File: src/rtl/otter_pipe_pkg.sv
// Shared types for the OTTER pipeline stage registers: the skid-buffer state
// encoding and the default-width Execute-to-Memory payload record.
package otter_pipe_pkg;

    localparam int OTTER_XLEN   = 32;
    localparam int OTTER_REG_AW = 5;

    typedef enum logic [1:0] {
        EMPTY = 2'd0,
        FULL  = 2'd1,
        SKID  = 2'd2
    } skid_state_t;

    typedef struct packed {
        logic                    reg_write;
        logic                    mem_write;
        logic                    mem_sign;
        logic [1:0]              result_src;
        logic [1:0]              mem_size;
        logic [OTTER_XLEN-1:0]   alu_result;
        logic [OTTER_XLEN-1:0]   write_data;
        logic [OTTER_REG_AW-1:0] rd;
        logic [OTTER_XLEN-1:0]   pc_plus4;
    } em_payload_t;

    // Payload width for stages instantiated with non-default widths.
    function automatic int em_payload_bits(input int xlen, input int reg_aw);
        return 7 + 3 * xlen + reg_aw;
    endfunction

endpackage

File: src/rtl/pipe_skid_buffer.sv
// Generic two-entry valid/ready pipeline register. in_ready_o is a pure decode
// of the registered state, so downstream ready never reaches upstream combinationally.
module pipe_skid_buffer
    import otter_pipe_pkg::*;
#(
    parameter int W = 8
) (
    input  logic         clk,
    input  logic         rst_n,
    input  logic         flush_i,
    input  logic         in_valid_i,
    output logic         in_ready_o,
    input  logic [W-1:0] in_data_i,
    output logic         out_valid_o,
    input  logic         out_ready_i,
    output logic [W-1:0] out_data_o
);

    skid_state_t  state_q, state_d;
    logic [W-1:0] main_q, main_d;
    logic [W-1:0] skid_q, skid_d;

    always_ff @(posedge clk or negedge rst_n) begin
        if (!rst_n) begin
            state_q <= EMPTY;
            main_q  <= '0;
            skid_q  <= '0;
        end else begin
            state_q <= state_d;
            main_q  <= main_d;
            skid_q  <= skid_d;
        end
    end

    always_comb begin
        state_d = state_q;
        main_d  = main_q;
        skid_d  = skid_q;
        // Flush wins; payload slots are left stale since validity lives in the state.
        if (flush_i) begin
            state_d = EMPTY;
        end else begin
            unique case (state_q)
                EMPTY: begin
                    if (in_valid_i) begin
                        main_d  = in_data_i;
                        state_d = FULL;
                    end
                end
                FULL: begin
                    if (out_ready_i) begin
                        if (in_valid_i) begin
                            main_d = in_data_i;
                        end else begin
                            state_d = EMPTY;
                        end
                    end else if (in_valid_i) begin
                        skid_d  = in_data_i;
                        state_d = SKID;
                    end
                end
                SKID: begin
                    if (out_ready_i) begin
                        main_d  = skid_q;
                        state_d = FULL;
                    end
                end
                default: state_d = EMPTY;
            endcase
        end
    end

    assign in_ready_o  = (state_q != SKID);
    assign out_valid_o = (state_q != EMPTY);
    assign out_data_o  = main_q;

endmodule

File: src/rtl/e_to_m_stage.sv
// Execute-to-Memory stage register: skid-buffered E->M payload with bubble
// gating of the side-effect controls and a saturating stall-cycle counter.
module e_to_m_stage
    import otter_pipe_pkg::*;
#(
    parameter int XLEN   = OTTER_XLEN,
    parameter int REG_AW = OTTER_REG_AW,
    parameter int CNT_W  = 16
) (
    input  logic              CLK,
    input  logic              RST_N,
    input  logic              ValidE,
    output logic              ReadyE,
    input  logic              RegWriteE,
    input  logic              MemWriteE,
    input  logic              MemSignE,
    input  logic [1:0]        ResultSrcE,
    input  logic [1:0]        MemSizeE,
    input  logic [XLEN-1:0]   ALUResultE,
    input  logic [XLEN-1:0]   RD2E,
    input  logic [XLEN-1:0]   PCPlus4E,
    input  logic [REG_AW-1:0] RdE,
    input  logic              FlushM,
    input  logic              ReadyM,
    output logic              ValidM,
    output logic              RegWriteM,
    output logic              MemWriteM,
    output logic              MemSignM,
    output logic [1:0]        ResultSrcM,
    output logic [1:0]        MemSizeM,
    output logic [XLEN-1:0]   ALUResultM,
    output logic [XLEN-1:0]   WriteDataM,
    output logic [REG_AW-1:0] RdM,
    output logic [XLEN-1:0]   PCPlus4M,
    output logic [CNT_W-1:0]  StallCycles
);

    // Same field layout as em_payload_t, but sized by this instance's parameters.
    typedef struct packed {
        logic              reg_write;
        logic              mem_write;
        logic              mem_sign;
        logic [1:0]        result_src;
        logic [1:0]        mem_size;
        logic [XLEN-1:0]   alu_result;
        logic [XLEN-1:0]   write_data;
        logic [REG_AW-1:0] rd;
        logic [XLEN-1:0]   pc_plus4;
    } payload_t;

    localparam int PW = $bits(payload_t);

    payload_t         in_pl;
    payload_t         out_pl;
    logic             valid_m;
    logic [CNT_W-1:0] cnt_q, cnt_d;

    always_comb begin
        in_pl            = '0;
        in_pl.reg_write  = RegWriteE;
        in_pl.mem_write  = MemWriteE;
        in_pl.mem_sign   = MemSignE;
        in_pl.result_src = ResultSrcE;
        in_pl.mem_size   = MemSizeE;
        in_pl.alu_result = ALUResultE;
        in_pl.write_data = RD2E;
        in_pl.rd         = RdE;
        in_pl.pc_plus4   = PCPlus4E;
    end

    pipe_skid_buffer #(
        .W (PW)
    ) u_skid (
        .clk         (CLK),
        .rst_n       (RST_N),
        .flush_i     (FlushM),
        .in_valid_i  (ValidE),
        .in_ready_o  (ReadyE),
        .in_data_i   (in_pl),
        .out_valid_o (valid_m),
        .out_ready_i (ReadyM),
        .out_data_o  (out_pl)
    );

    // Bubbles must never write the register file or memory, whatever the stale payload holds.
    assign ValidM     = valid_m;
    assign RegWriteM  = valid_m & out_pl.reg_write;
    assign MemWriteM  = valid_m & out_pl.mem_write;
    assign MemSignM   = out_pl.mem_sign;
    assign ResultSrcM = out_pl.result_src;
    assign MemSizeM   = out_pl.mem_size;
    assign ALUResultM = out_pl.alu_result;
    assign WriteDataM = out_pl.write_data;
    assign RdM        = out_pl.rd;
    assign PCPlus4M   = out_pl.pc_plus4;

    always_comb begin
        cnt_d = cnt_q;
        if (valid_m && !ReadyM && (cnt_q != {CNT_W{1'b1}})) begin
            cnt_d = cnt_q + {{(CNT_W-1){1'b0}}, 1'b1};
        end
    end

    always_ff @(posedge CLK or negedge RST_N) begin
        if (!RST_N) begin
            cnt_q <= '0;
        end else begin
            cnt_q <= cnt_d;
        end
    end

    assign StallCycles = cnt_q;

endmodule

File: config.mk
export PLATFORM = sky130hd
export DESIGN_NAME = e_to_m_stage
export DESIGN_NICKNAME = d
export VERILOG_FILES = /design/src/rtl/otter_pipe_pkg.sv /design/src/rtl/pipe_skid_buffer.sv /design/src/rtl/e_to_m_stage.sv
export SDC_FILE = /design/constraint.sdc
export NUM_CORES = 1
export LEC_CHECK = 0
export ABC_CLOCK_PERIOD_IN_PS = 2100
export BUFFER_PORTS_ARGS = -buffer_cell sky130_fd_sc_hd__buf_2
export CORE_ASPECT_RATIO = 1.5
export CORE_UTILIZATION = 35
export CTS_CLUSTER_DIAMETER = 40
export CTS_CLUSTER_SIZE = 10
export DETAILED_ROUTE_END_ITERATION = 10
export SETUP_SLACK_MARGIN = 0.4
export SKIP_CTS_REPAIR_TIMING = 1
export SLEW_MARGIN = 20
export SYNTH_ARGS = -nofsm -noshare
export SYNTH_HDL_FRONTEND = slang
export SYNTH_SLANG_ARGS = --single-unit
export TNS_END_PERCENT = 50
File: constraint.sdc
create_clock -name CLK -period 2.1 [get_ports CLK]
set_input_delay 0.21 -clock CLK [delete_from_list [all_inputs] [get_ports CLK]]
set_output_delay 0.21 -clock CLK [all_outputs]
set_load 0.05 [all_outputs]
==> results of run 1 <==
[critical path, delay by kind of cell, from the launching register on]
kind	cells	cell delay, ns
flops	1	0.44
compound gates	1	0.20
buf+inv	2	0.33
mux	2	0.59
simple gates	1	0.10
[state kept, by name, summed over array words and instances (netlist names)]
register           cells
u_skid.out_data_o    108
u_skid.state_q         2
StallCycles           16
u_skid.skid_q        108
[logic make-up after synthesis]
logic type,after synthesis,synth area share
simple gates,375,0.134
buf+inv,159,0.0987
xor+xnor,10,0.00783
fa+ha+maj,1,0.00112
flops,234,0.524
mux,220,0.228
compound gates,11,0.00671
[metal layers]
layer / track usage / part of all wire / vias to the layer above
met5: 0 / 0.00063 / -
met1: 0.168 / 0.40 / 3878
met3: 0.0324 / 0.040 / 58
met4: 0.0569 / 0.030 / 2
met2: 0.283 / 0.53 / 187
li1: - / - / 3747
[final cells by class]
class                   instances  area [um^2]
diodes                          4         10.0
clock buffers                  46         1010
clock inverters                13          128
fillers                      2866        16500
inverters                       4         22.5
multi-input cells             617         4290
flip-flops and latches        234         5870
well taps                     405          507
repair buffers                386         2890
[power by group through the flow]
stage	clock network [uW]	logic, uW	registers [uW]
global placement	0	4020	6190
floorplan	0	3570	6250
finish	5650	4310	6180
detailed placement	0	4090	6240
global route	5990	4560	6310
CTS	5810	4090	6170
[synth_stat cells (all sizes together), types with 2 or more instances]
cell,number,share of area
a21oi,4,0.0018
and2,3,0.0017
buf,144,0.094
clkbuf,11,0.0037
dfrtp,234,0.52
inv,4,0.0013
mux2,219,0.23
nand2,332,0.11
nand3,3,0.0013
nand4,5,0.0028
nor2,11,0.0037
nor3,7,0.0031
nor4,3,0.0017
nor4b,2,0.0021
o21bai,2,0.0013
or2,2,0.0011
xnor2,4,0.0031
xor2,6,0.0047
[final timing paths]
check / start / endpoint / slack, ns / depth (start not counted)
worst min-delay path: ReadyM / u_skid.state_q[1] / 0.01 / 2
worst min register to register: StallCycles[7] / StallCycles[7] / 0.47 / 1
worst max-delay path: u_skid.state_q[1] / u_skid.out_data_o[27] / 0.28 / 6
worst max register to register: u_skid.state_q[1] / u_skid.out_data_o[27] / 0.28 / 6
min in group asynchronous: RST_N / u_skid.out_data_o[70] / 0.24 / 2
max in group asynchronous: RST_N / StallCycles[8] / 1.16 / 3
[metrics by stage]
step,power (uW),cells,worst slack [ns]
floorplan,9820,1010,0.363
global placement,10200,1514,0.238
detailed placement,10300,1514,0.178
CTS,16100,1573,-0.0878
global route,16900,1709,0.177
finish,16100,1709,0.282
==> reports/metrics.csv, run 1 <==
metric;value;unit
clk buf depth;3;
total clock sinks;234;
FMAX;0.550;GHz
gr usage total;0.153;
Routed WL per cell;15.9;um
Ports;239;
number of flops mapped to enable cells by yosys;0;
Layout Skew;0.00882;ns
P_leak;0.00728;uW
final setup fails;0;
Synth cell types;39;
synthesized area;11200;um^2
drt drc;0;
Pre-Repair DR Iteration Count;4;
crit start category;register;
Synth Net Count;1124;
DRT antenna net count;0;
leading cell type in the layout, fill and taps excluded;nand2_1;
Synth Instances;1010;
Mean Syn Cell Area;11.1;um^2
CP Class;reg2reg;
Seq/Total Area, Yosys;0.524;
P_sw;5310;uW
via count;7872;
share of layout cells above drive strength 1;0.443;
Clk pwr share;0.350;
CP cell instances;mux2i_1, nor2_1, o21bai_4, buf_4, buf_12, mux2_2;
H-tree Lvls;2;
setup TNS;0;ns
crit path time final;1.82;ns
number of vias per cell;4.61;
global route overflow;0;
max incr delay on CP;0.44;ns
YS warnings;0;
Final Hold Viols;0;
die area;32700;um^2
cts bufs inserted;35;
Tcrit/Tclk final;0.866;
Clock Latency Late Sink;0.50;ns
CP endpoint kind;register;
hold_ws;0.0133;ns
Detailed Route WL;27100;um
critical path data required time;2.48;ns
Placer Congestion;0.732;
ys async rst share;1.00;
Yosys reg bits;234;
status;complete, no violations;
CP max FO;24;
first-pass GRT wire length;39800;um
Hold/Removal Path Class;in2reg;
Starting DRT DRC Count;284;
combinational share of power;0.267;
Final HPWL DP;16200;um
Max-slew headroom;0.700;
Final Net Count;1392;
CTS tree;yes;
sw frac;0.329;
initial antenna violation count;5;
Die Wd;148;um
pwr dens;1100;nW/um^2
DP Area;12100;um^2
sequential share of power;0.383;
design area;14700;um^2
Max Slew Vio Count;0;
vias in the first global route;7585;
row cnt;79;
RSZ-0062 raised after global routing;yes;
Max VDD drop;0.000716;V
P_int;10800;uW
final core utilization;0.472;
commonest non-fill, non-tap cells in the layout;nand2_1 (331), buf_2 (233), dfrtp_1 (220);
Buffers on Ports;238;
top_reg_cell synth;dfrtp_1;
Slowest-stage cell, CP;dfrtp_2;
Core ar.;31200;um^2
Worst EP arrival;2.20;ns
CTS clk-pin slew, worst paths;0.05;ns
Root Buffer;clkbuf_16;
pin count of the biggest net entering global routing;110;
max_cap viols;0;
worst slew pin tran;0.450;ns
vertical die dimension;221;um
Initial Util;0.358;
Layout area overhead;31.7;%
No activity file was read; power rests on OpenSTA's default activity.
==> run 2, diff against run 1 <==
--- a/config.mk
+++ b/config.mk
@@ -5,11 +5,10 @@
 export SDC_FILE = /design/constraint.sdc
 export NUM_CORES = 1
 export LEC_CHECK = 0
-export ABC_CLOCK_PERIOD_IN_PS = 2100
+export ABC_CLOCK_PERIOD_IN_PS = 1750
 export BUFFER_PORTS_ARGS = -buffer_cell sky130_fd_sc_hd__buf_2
 export CORE_ASPECT_RATIO = 1.5
 export CORE_UTILIZATION = 35
-export CTS_CLUSTER_DIAMETER = 40
 export CTS_CLUSTER_SIZE = 10
 export DETAILED_ROUTE_END_ITERATION = 10
 export SETUP_SLACK_MARGIN = 0.4
==> constraint.sdc (replaced) <==
create_clock -name CLK -period 1.75 [get_ports CLK]
set_input_delay 0.175 -clock CLK [delete_from_list [all_inputs] [get_ports CLK]]
set_output_delay 0.175 -clock CLK [all_outputs]
set_load 0.05 [all_outputs]
==> run 2 against run 1 <==
  * The run now ends with negative hold slack, negative setup slack left
  * Sequential share of layout area is 0.95 points higher
  * Total power grew 10%
  * Clock skew rose by 0.0054 ns
  * Non-clock buffer count is 2 lower
  * Largest cell class unchanged
==> reports/metrics.csv, run 2 (synthesized netlist as in run 1, its figures left out) <==
metric;value;unit;change
Max-slew headroom;0.682;;-0.0177
global route overflow;0;;unchanged
Core ar.;31200;um^2;unchanged
setup ws final;-0.0570;ns;-0.339 ns
crit start category;register;;
share of layout cells above drive strength 1;0.443;;about the same
commonest non-fill, non-tap cells in the layout;nand2_1 (330), buf_2 (233), dfrtp_1 (217);;
setup TNS;-1.59;ns;-1.59 ns
Final Net Count;1383;;-0.65%
gr usage total;0.157;;+0.00403
Initial Util;0.358;;unchanged
critical path data required time;1.57;ns;-0.91 ns
Max Slew Vio Count;0;;unchanged
total clock sinks;234;;unchanged
Ports;239;;unchanged
pwr dens;1240;nW/um^2;+13%
met2 usage;0.286;;+0.00273
pre-CTS setup slack;0.0494;ns;-0.129 ns
initial antenna violation count;1;;-4
row cnt;79;;unchanged
hold_ws;-0.0719;ns;-0.0851 ns
first-pass GRT wire length;40600;um;+2.2%
Tcrit/Tclk final;1.03;;
hold path startpoint;ReadyM;;
Buffers on Ports;238;;unchanged
CTS tree;yes;;
crit path time final;1.81;ns;
Detailed Route WL;26400;um;-2.7%
DRT antenna net count;0;;unchanged
worst slew pin tran;0.477;ns;+0.0265 ns
number of vias per cell;4.64;;+0.74%
CP endpoint kind;output pin;;
max_cap viols;0;;unchanged
Register-to-Register Path Depth;8;;+2
Layout area overhead;28.7;%;
H-tree Lvls;1;;-1
drt drc;0;;unchanged
cts bufs inserted;28;;-20%
Routed WL per cell;15.7;um;-1.1%
DP Area;12300;um^2;+1.2%
Top Usage Layer GRT;met2;;
Layout Skew;0.0142;ns;+0.00540 ns
FMAX;0.553;GHz;
CP Class;reg2out;;
clk buf depth;3;;unchanged
violated checks;negative hold slack, negative setup slack;;
pin count of the biggest net entering global routing;93;;-15%
CP max FO;3;;-88%
GRT met1 Usage;0.178;;+0.00913
Hold Crit Depth;2;;unchanged
Final Hold Viols;1;;+1
status;finished with violations;;
Pre-Repair DR Iteration Count;4;;unchanged
Final HPWL DP;16900;um;+4.4%
Placer Congestion;0.810;;+11%
vertical die dimension;221;um;unchanged
final setup fails;73;;+73
RSZ-0062 raised after global routing;yes;;
Clock Latency Late Sink;0.54;ns;+0.04 ns
Root Buffer;clkbuf_16;;
met3 Resource Use GR;0.0266;;-0.00577
via count;7805;;-0.85%
vias in the first global route;7646;;+0.80%
P_leak;0.00711;uW;-2.3%
Worst Setup SP;u_skid.state_q[1];;
Worst EP arrival;1.63;ns;-0.57 ns
CTS clk-pin slew, worst paths;0.06;ns;about the same
leading cell type in the layout, fill and taps excluded;nand2_1;;
design area;14400;um^2;-2.3%
Die Wd;148;um;unchanged
Max VDD drop;0.000879;V;+23%
Hold/Removal Path Class;in2reg;;
die area;32700;um^2;unchanged
Starting DRT DRC Count;270;;-4.9%
reg2reg start;u_skid.state_q[1];;
[run 2: changes by cell type in the layout (fill, tap and decap cells not counted), moves of 5 or more]
cell / change
clkbuf_16: -11
mux2_2: -8
mux2_4: +8
clkinv_2: -6
buf_4: -5
[run 2: power breakdown]
part | total (uW) | switching (uW) | internal (uW)
logic | 5220 | 3240 | 1980
registers | 7450 | 724 | 6730
clock network | 5130 | 2110 | 3020
[run 2: area by class of cell]
type,instances,area (um^2)
fill,2870,16800
sequential,234,5880
multi-input combinational,617,4380
timing repair buffer,384,2830
clock buffer,35,768
tap,405,507
inverter,4,17.5
clock inverter,2,13.8
antenna,1,2.50
[run 2: final timing paths]
check,endpoint,slack (ns)
setup / recovery,MemWriteM,-0.06
hold reg to reg,StallCycles[7],0.47
max in group asynchronous,u_skid.skid_q[17],0.93
min in group asynchronous,u_skid.skid_q[13],0.14
hold / removal,u_skid.state_q[1],-0.07
setup reg to reg,u_skid.out_data_o[89],-0.05
[run 2: metrics by stage]
step | instances | total power, uW | utilization
after global routing | 1682 | 18600 | 0.461
after floorplan | 1010 | 11900 | -
after global placement | 1526 | 12400 | 0.393
after detailed placement | 1526 | 12500 | 0.393
after CTS | 1563 | 17700 | 0.418
final | 1682 | 17800 | 0.461
[run 2: per-layer routing]
layer | share of wire | vias up
met5 | 0 | -
met4 | 0.025 | 0
met3 | 0.042 | 44
met2 | 0.54 | 179
met1 | 0.40 | 3874
li1 | - | 3708
[run 2: worst max-delay path: stages, from the launching register on]
cell	delay, ns
dfrtp_1	0.41
buf_6	0.13
or2_4	0.25
and2_4	0.16
buf_6	0.14
